==> src/rtl/riscv_pkg.sv <==
// rtl/riscv_pkg.sv - shared types and constants for the data-memory arbiter
//
// Purpose : requester identifiers, default data-memory widths and a helper
//           that sizes the burst counter.
// Ports   : none (package).

package riscv_pkg;

   // Identifies which side of the arbiter owns or issued an access.
   typedef enum logic {
      REQ_CORE   = 1'b0,
      REQ_LOADER = 1'b1
   } req_id_t;

   localparam int DMEM_ADDR_W = 32;
   localparam int DMEM_DATA_W = 32;

   // Bits needed to hold 0..max_burst inclusive.
   function automatic int burst_cnt_w(input int max_burst);
      return $clog2(max_burst + 1);
   endfunction

endpackage

==> src/rtl/burst_rr_arb.sv <==
// rtl/burst_rr_arb.sv - two-way round-robin arbiter with a consecutive-grant limit
//
// Purpose : grants one of two requesters per cycle. A lone requester is always
//           granted. Under contention the current owner keeps the grant until
//           it has been granted MAX_BURST times in a row, then the other side
//           takes over.
// Ports   : clk, reset      - clock and synchronous active-high reset
//           req[1:0]        - request bits, index 0 = core, 1 = loader
//           gnt[1:0]        - one-hot grant (all zero during reset or when idle)

module burst_rr_arb
   import riscv_pkg::*;
#(
   parameter int MAX_BURST = 8
) (
   input  logic       clk,
   input  logic       reset,
   input  logic [1:0] req,
   output logic [1:0] gnt
);

   localparam int            CW      = burst_cnt_w(MAX_BURST);
   localparam logic [CW-1:0] CNT_MAX = CW'(MAX_BURST);
   localparam logic [CW-1:0] CNT_ONE = CW'(1);

   req_id_t       owner;
   req_id_t       pick;
   logic [CW-1:0] burst_cnt;
   logic          any_req;

   always_comb begin
      any_req = req[0] | req[1];

      if (req[0] && req[1]) begin
         // Contention: owner keeps the port until its burst is spent.
         if (burst_cnt < CNT_MAX) begin
            pick = owner;
         end else begin
            pick = (owner == REQ_CORE) ? REQ_LOADER : REQ_CORE;
         end
      end else if (req[1]) begin
         pick = REQ_LOADER;
      end else begin
         pick = REQ_CORE;
      end

      gnt = 2'b00;
      if (any_req && !reset) begin
         if (pick == REQ_LOADER) begin
            gnt[1] = 1'b1;
         end else begin
            gnt[0] = 1'b1;
         end
      end
   end

   always_ff @(posedge clk) begin
      if (reset) begin
         owner     <= REQ_CORE;
         burst_cnt <= '0;
      end else if (any_req) begin
         if (pick == owner) begin
            // Saturate so a long uncontended run never wraps back below the limit.
            if (burst_cnt != CNT_MAX) begin
               burst_cnt <= burst_cnt + CNT_ONE;
            end
         end else begin
            owner     <= pick;
            burst_cnt <= CNT_ONE;
         end
      end
   end

endmodule

==> src/rtl/dmem_arbiter.sv <==
// rtl/dmem_arbiter.sv - shares the data-memory port between core and loader
//
// Purpose : arbitrates core load/store and loader accesses onto one
//           synchronous data memory, stalls the core while it loses
//           arbitration, and steers read data back to the issuing requester.
// Ports   : clk, reset                         - clock, synchronous active-high reset
//           c_req/c_we/c_addr/c_wdata          - core request
//           c_gnt/c_rvalid/c_rdata, core_stall - core grant, read response, stall
//           l_req/l_we/l_addr/l_wdata          - loader request
//           l_gnt/l_rvalid/l_rdata             - loader grant and read response
//           m_addr/m_wdata/m_we/m_re           - memory command
//           m_rdata                            - memory read data, one cycle after m_re

module dmem_arbiter
   import riscv_pkg::*;
#(
   parameter int ADDR_W    = DMEM_ADDR_W,
   parameter int DATA_W    = DMEM_DATA_W,
   parameter int MAX_BURST = 8
) (
   input  logic              clk,
   input  logic              reset,

   input  logic              c_req,
   input  logic              c_we,
   input  logic [ADDR_W-1:0] c_addr,
   input  logic [DATA_W-1:0] c_wdata,
   output logic              c_gnt,
   output logic              c_rvalid,
   output logic [DATA_W-1:0] c_rdata,
   output logic              core_stall,

   input  logic              l_req,
   input  logic              l_we,
   input  logic [ADDR_W-1:0] l_addr,
   input  logic [DATA_W-1:0] l_wdata,
   output logic              l_gnt,
   output logic              l_rvalid,
   output logic [DATA_W-1:0] l_rdata,

   output logic [ADDR_W-1:0] m_addr,
   output logic [DATA_W-1:0] m_wdata,
   output logic              m_we,
   output logic              m_re,
   input  logic [DATA_W-1:0] m_rdata
);

   logic [1:0] gnt;
   logic       any_gnt;
   logic       sel_we;
   req_id_t    gnt_id;
   logic       rsp_pending;
   req_id_t    rsp_id;

   burst_rr_arb #(
      .MAX_BURST (MAX_BURST)
   ) u_arb (
      .clk   (clk),
      .reset (reset),
      .req   ({l_req, c_req}),
      .gnt   (gnt)
   );

   assign c_gnt   = gnt[0];
   assign l_gnt   = gnt[1];
   assign any_gnt = gnt[0] | gnt[1];
   assign gnt_id  = gnt[1] ? REQ_LOADER : REQ_CORE;

   // Command mux: the memory bus is driven to zero whenever nobody is granted.
   always_comb begin
      m_addr  = '0;
      m_wdata = '0;
      sel_we  = 1'b0;
      if (gnt[0]) begin
         m_addr  = c_addr;
         m_wdata = c_wdata;
         sel_we  = c_we;
      end else if (gnt[1]) begin
         m_addr  = l_addr;
         m_wdata = l_wdata;
         sel_we  = l_we;
      end
   end

   assign m_we = any_gnt & sel_we;
   assign m_re = any_gnt & ~sel_we;

   // The arbiter already drops grants in reset; gating here keeps the stall
   // quiet too even though c_req may be high.
   assign core_stall = c_req & ~c_gnt & ~reset;

   // Remember which side issued last cycle's read so its data goes back there.
   always_ff @(posedge clk) begin
      if (reset) begin
         rsp_pending <= 1'b0;
         rsp_id      <= REQ_CORE;
      end else begin
         rsp_pending <= m_re;
         rsp_id      <= gnt_id;
      end
   end

   // A read issued just before reset lands in the reset cycle; suppress it.
   assign c_rvalid = rsp_pending & (rsp_id == REQ_CORE)   & ~reset;
   assign l_rvalid = rsp_pending & (rsp_id == REQ_LOADER) & ~reset;
   assign c_rdata  = m_rdata;
   assign l_rdata  = m_rdata;

endmodule

==> config.mk <==
export PLATFORM = sky130hd
export DESIGN_NAME = dmem_arbiter
export DESIGN_NICKNAME = d
export VERILOG_FILES = /design/src/rtl/riscv_pkg.sv /design/src/rtl/burst_rr_arb.sv /design/src/rtl/dmem_arbiter.sv
export SDC_FILE = /design/constraint.sdc
export NUM_CORES = 1
export LEC_CHECK = 0
export CORE_AREA = 2 2 116 118
export DETAILED_ROUTE_END_ITERATION = 6
export DIE_AREA = 0 0 118 120
export DONT_BUFFER_PORTS = 1
export GPL_TIMING_DRIVEN = 0
export PLACE_DENSITY = 0.3
export REMOVE_ABC_BUFFERS = 1
export SYNTH_ARGS = -nofsm -noshare
export SYNTH_HDL_FRONTEND = slang
export SYNTH_SLANG_ARGS = --single-unit
==> constraint.sdc <==
create_clock -name clk -period 3.83 [get_ports clk]
set_input_delay 0.766 -clock clk [delete_from_list [all_inputs] [get_ports clk]]
set_output_delay 0.766 -clock clk [all_outputs]
set_load 0.05 [all_outputs]
==> run_results.csv, run 1 <==
group,metric,value,unit
route,wl,7.73,mm
cts,htree_levels,1,
floorplanning,die_width,118,microns
route,antenna_left,0,
sta,min_period_over_period,0.924,
finish,post-route-util,0.103,
critical_path,r2r_setup_slack,1330,ps
cts,cts_root_buf,"clkbuf_16",
cts,cts_buffers,3,
sta,setup_viol,0,
sta,rsz0062_at_grt,"false",
sta,slew_headroom,0.396,
sta,hold_violations,0,
route,route.detailed.drc,0,
placed_design,place_area,0.00126,sq mm
finish,syn_to_final_growth,-14.4,%
cts,clk_pin_slew,40,ps
route,wl_per_cell,26.0,microns
route,dr.first_iter.drc_count,92,
logic_synthesis,synth_top_family_by_area,"compound AO/OA/AOI/OAI gates",
pwr,power_density,405,mW/mm^2
critical_path,reg2reg_depth,4,
sta,clock_skew,0.178,ps
cts,cts_resized,0,
logic_synthesis,synth_compound_area_frac,0.437,
floorplanning,die_area,0.0142,sq mm
critical_path,crit_path_end,"m_re",
cts,cts_hold_buf,0,
cts,cts_tree,"done",
placed_design,port_buffers,0,
cts,insertion_delay,230,ps
logic_synthesis,synth_xor_area_frac,0.00559,
logic_synthesis,muxShareOfSynthArea,0,
route,via_per_inst,4.60,
run,drv_cap,0,
critical_path,cp_slowest_cell,"o211a_4",
global_route,antenna_found_initial,2,
logic_synthesis,synth-seq-cells,7,
global_route,grt_overflow,0,
finish,final_nets,288,
finish,final_layout_size_suffix_gt1_frac,0.101,
floorplanning,start_util,0.121,
sta,fmax,282,MHz
critical_path,crit_type,"reg2out",
cts,cts_sinks,7,
floorplanning,die_height,120,microns
logic_synthesis,synthArstFlopShare,0,
logic_synthesis,synth_ff_type,"dfxtp_1",
critical_path,cp-end-kind,"output pin",
cts,clk_path_buf_depth,2,
global_route,grt_pass1_vias,1092,
critical_path,path_cells,"xor2_1 -> o211a_4 -> a22o_1 -> nor3_2",
worst_hold_path,hold_path.class,"reg2reg",
logic_synthesis,synth-adder-area-share,0.0160,
logic_synthesis,synth_edf_count,0,
logic_synthesis,synth_area_per_cell,8.20,sq um
floorplanning,fp-row-count,42,
critical_path,cp_slowest_stage_delay,800,ps
global_route,grt_pass1_wl,9.16,mm
critical_path,arrival,2770,ps
cts,post-cts-setup-buffers,0,
global_route,grt_max_degree,69,
placed_design,place_hpwl,6.40,mm
sta,slew_viol_final,0,
floorplanning,core_area,0.0130,sq mm
placed_design,place_congestion,0.707,
logic_synthesis,seq_area_frac_synth,0.0895,
global_route,track_usage,0.0936,
logic_synthesis,postSynthCellCount,191,
finish,fin_area,0.00134,sq mm
finish,final_cell_mix,"a22o_1 (65), dfxtp_1 (7), inv_1 (5), nand2_1 (4), o21ai_0 (4)",
pwr,leakage,0.478,nW
critical_path,critPathMaxFanout,68,
finish,fill_cells,1505,
logic_synthesis,synthDistinctLibCells,28,
sta,min_period,3540,ps
sta,worst_pin_slew,906,ps
route,first_pass_iters,6,
logic_synthesis,yosys_warnings,0,
logic_synthesis,syn_area,0.00157,sq mm
logic_synthesis,yosys.area_share.simple,0.0575,
finish,mostFrequentLayoutCell,"a22o_1",
critical_path,required,3060,ps
route,routed-via-count,1367,
critical_path,crit_path_start,"u_arb.burst_cnt[3]",
critical_path,r2r_start,"u_arb.burst_cnt[3]",
critical_path,start_kind,"flip-flop",
outcome,status,"completed",
pwr,vdd_drop_max,0.103,mV
floorplanning,ios,301,
critical_path,reg2reg_to,"rsp_pending",
[how the worst min path moves through the flow]
stage,startpoint,endpoint,depth (start not counted)
after floorplan,u_arb.burst_cnt[0],u_arb.burst_cnt[0],1
after global placement,u_arb.burst_cnt[0],u_arb.burst_cnt[0],1
after detailed placement,u_arb.burst_cnt[0],u_arb.burst_cnt[0],1
after CTS,u_arb.burst_cnt[0],u_arb.burst_cnt[0],1
after global routing,u_arb.burst_cnt[0],u_arb.burst_cnt[0],1
final,u_arb.burst_cnt[0],u_arb.burst_cnt[0],1
[layer usage]
| metal | wire [microns] | up-vias | track usage |
|---|---|---|---|
| met2 | 3000 | 180 | 0.111 |
| met5 | 0 | - | 0.0184 |
| li1 | - | 510 | - |
| met4 | 19 | 0 | 0.00979 |
| met3 | 1630 | 2 | 0.0998 |
| met1 | 3080 | 675 | 0.114 |
[layout make-up]
cell class                 instances  area [sq um]  area share
antenna                            2          5.00     0.00373
clock buffer                       4          78.8      0.0588
inverter                           5          18.8      0.0140
multi-input combinational        100           833       0.621
sequential                         7           140       0.104
tap                              176           220       0.164
timing repair buffer               3          45.0      0.0336
[cells by family after synthesis]
family | count (synthesis)
compound gates | 80
xor+xnor | 1
flops | 7
simple gates | 17
buf+inv | 84
fa+ha+maj | 2
[power by group]
part | switching [mW] | internal (mW) | total, mW | leakage [nW]
clock | 0.0386 | 0.138 | 0.177 | 0.0382
sequential | 0.00433 | 0.0779 | 0.0822 | 0.0576
combinational | 0.232 | 0.0514 | 0.283 | 0.382
total | 0.275 | 0.268 | 0.543 | 0.478
[worst max-delay path, delay by kind of cell, from the launching register on]
kind	cells	cell delay, ps
and+or+nand+nor	1	280
xor gates and xnor gates	1	390
AOI/OAI and AO/OA	2	1430
DFF	1	420
[cell usage after synthesis (2+ instances only)]
| master | number | share of area |
|---|---|---|
| dfxtp_1 | 7 | 0.089 |
| inv_1 | 5 | 0.012 |
| o21ai_0 | 4 | 0.013 |
| a22o_1 | 65 | 0.36 |
| buf_2 | 5 | 0.016 |
| ha_1 | 2 | 0.016 |
| nor3b_1 | 2 | 0.0096 |
| nor2_1 | 3 | 0.0072 |
| buf_4 | 69 | 0.33 |
| nor3_1 | 2 | 0.0064 |
| o211a_1 | 2 | 0.013 |
| nand2_1 | 4 | 0.0096 |
| a31oi_1 | 2 | 0.0080 |
| buf_6 | 5 | 0.036 |
[through the flow]
step                      std cells  total power [mW]  hold slack (ps)  TNS, ps  setup slack [ps]
after detailed placement        291             0.368              513        0               345
after global placement          288             0.362              491  -135740             -2450
after global routing            295             0.561              552        0               137
final                           297             0.543              511        0               290
after CTS                       295             0.549              509        0               289
after floorplan                 112             0.339              465   -72440             -1480
[state kept, by name, indices dropped and copies added (netlist names)]
signal	count
u_arb.owner	1
u_arb.burst_cnt	4
rsp_pending	1
rsp_id	1
Note: power is estimated with default switching activity, not from simulation.
==> run 2, diff against run 1 <==
CELL_PAD_IN_SITES_DETAIL_PLACEMENT = 0   (was not set)
CELL_PAD_IN_SITES_GLOBAL_PLACEMENT = 2   (was not set)
CORE_AREA = 5 5 115 117   (was 2 2 116 118)
DIE_AREA = 0 0 120 122   (was 0 0 118 120)
PLACE_DENSITY = 0.49   (was 0.3)
SETUP_SLACK_MARGIN = 0.05   (was not set)
==> run 2 against run 1 <==
Routed wire length hardly changed. Die area rose by 3.4%. Clock power hardly changed. Clock skew up 0.82 ps. Worst setup slack better by 30 ps. Global-route usage decreased by 0.63 points. Non-clock buffer count unchanged. Largest cell class unchanged. Hold slack worse by 14 ps. Final area decreased by 1.9%. Largest power group unchanged. Via count fell by 1.1%. Count of clock-buffer cells in the layout did not move. Flip-flop and latch count stayed put.
==> run_results.csv, run 2 (same netlist as run 1, synthesis figures left out) <==
group,metric,value,unit
outcome,status,"completed",
route,first_pass_iters,4,
floorplanning,die_width,120,microns
run,drv_cap,0,
critical_path,crit_path_end,"m_re",
route,route.detailed.drc,0,
worst_hold_path,hold_path.class,"reg2reg",
sta,rsz0062_at_grt,"false",
route,routed-via-count,1352,
pwr,fin_total_pwr,546,uW
pwr,pwr-share-clk,0.323,
finish,largest_reg_flops,4,
cts,cts_buffers,3,
cts,clk_pin_slew,40,ps
sta,whs,498,ps
route,via_per_inst,5.03,
global_route,grt_overflow,0,
global_route,track_usage,0.0873,
sta,fin_ws,320,ps
critical_path,cp_slowest_cell,"o211a_4",
critical_path,reg2reg_depth,4,
cts,clk_path_buf_depth,2,
floorplanning,fp-row-count,41,
critical_path,crit_type,"reg2out",
pwr,comb_power_share,0.527,
finish,final_layout_size_suffix_gt1_frac,0.101,
route,wl_per_cell,28.7,microns
floorplanning,start_util,0.128,
finish,final_nets,288,
critical_path,reg2reg_to,"rsp_pending",
critical_path,cp_slowest_stage_delay,770,ps
floorplanning,die_area,0.0146,sq mm
sta,min_period_over_period,0.916,
sta,fin_setup_tns,0,ps
route,dr.first_iter.drc_count,68,
finish,syn_to_final_growth,-16.0,%
pwr,power_density,415,mW/mm^2
critical_path,start_kind,"flip-flop",
placed_design,place_ws,336,ps
sta,slew_headroom,0.404,
global_route,grt_max_degree,69,
finish,mostFrequentLayoutCell,"a22o_1",
pwr,p_int,269,uW
cts,cts_sinks,7,
pwr,p_switching,277,uW
critical_path,r2r_setup_slack,1370,ps
cts,post-cts-setup-buffers,0,
global_route,grt_pass1_wl,9.12,mm
placed_design,port_buffers,0,
finish,post-route-util,0.107,
critical_path,crit_path_start,"u_arb.burst_cnt[3]",
critical_path,crit_family,"compound AO/OA/AOI/OAI gates",
critical_path,r2r_start,"u_arb.burst_cnt[3]",
cts,htree_levels,1,
critical_path,required,3060,ps
pwr,switching_share,0.507,
critical_path,cp-end-kind,"output pin",
placed_design,place_congestion,0.685,
sta,clock_skew,1.00,ps
sta,slew_viol_final,0,
global_route,antenna_found_initial,0,
finish,regMostFlops,"u_arb.burst_cnt",
sta,worst_pin_slew,889,ps
floorplanning,die_height,122,microns
placed_design,place_hpwl,6.60,mm
route,wl,7.72,mm
pwr,seq_power_share,0.150,
cts,cts_tree,"done",
critical_path,critPathMaxFanout,68,
finish,final_cell_mix,"a22o_1 (65), dfxtp_1 (7), inv_1 (5), nand2_1 (4), o21ai_0 (4)",
critical_path,cp.depth,4,
cts,insertion_delay,230,ps
cts,cts_hold_buf,0,
finish,diodes,0,
cts,cts_root_buf,"clkbuf_16",
pwr,leakage,0.482,nW
global_route,grt_pass1_vias,1203,
critical_path,cp_num_buf_inv,0,
sta,fmax,285,MHz
critical_path,path_cells,"xor2_1 -> o211a_4 -> a22o_1 -> nor3_2",
pwr,vdd_drop_max,0.104,mV
floorplanning,ios,301,
floorplanning,core_area,0.0123,sq mm
critical_path,arrival,2740,ps
sta,min_period,3510,ps
sta,hold_violations,0,
cts,cts_resized,0,
route,antenna_left,0,
sta,setup_viol,0,
==> run 2: power groups by stage <==
stage	registers, mW	clock network, mW	logic [mW]
final	0.0818	0.177	0.288
after global routing	0.0824	0.186	0.298
after CTS	0.0818	0.180	0.290
after detailed placement	0.0829	0	0.290
after global placement	0.0827	0	0.283
after floorplan	0.0818	0	0.257
==> run 2: how the worst min path moves through the flow <==
stage                                   from                  to  slack [ps]  cells past startpoint
after floorplan           u_arb.burst_cnt[0]  u_arb.burst_cnt[0]         460                      1
after global placement    u_arb.burst_cnt[0]  u_arb.burst_cnt[0]         490                      1
after detailed placement  u_arb.burst_cnt[0]  u_arb.burst_cnt[0]         500                      1
after CTS                 u_arb.burst_cnt[0]  u_arb.burst_cnt[0]         500                      1
after global routing      u_arb.burst_cnt[0]  u_arb.burst_cnt[0]         540                      1
final                     u_arb.burst_cnt[0]  u_arb.burst_cnt[0]         500                      1
==> run 2: worst reg2reg max path: stages, from the launching register on <==
cell and delay [ps]:
dfxtp_1 420, xor2_1 380, o211a_4 770, a22o_1 660, nor3_1 100
==> run 2: final cells by class <==
| type | count | area [sq um] |
|---|---|---|
| Multi-Input combinational cell | 100 | 833 |
| Clock buffer | 4 | 78.8 |
| Timing Repair Buffer | 3 | 57.6 |
| Inverter | 5 | 18.8 |
| Tap cell | 150 | 188 |
| Fill cell | 1392 | 10900 |
| Sequential cell | 7 | 140 |
==> run 2: stage by stage <==
stage	std cells	area, sq um
final	269	1320
after global routing	269	1320
after CTS	269	1320
after global placement	262	1150
after detailed placement	265	1240
after floorplan	112	967
==> run 2: layer usage <==
metal  routed length (microns)  global-route usage  vias to the layer above
met3                      1470              0.0771                        8
met5                        34              0.0208                        -
met1                      3220               0.120                      640
li1                          -                   -                      511
met4                        47              0.0165                        2
met2                      2940              0.0959                      191
==> run 3, diff against run 2 <==
ABC_AREA = 0   (was not set)
==> results of run 3 <==
Final layout, timing and power as in run 2 (identical DEF).
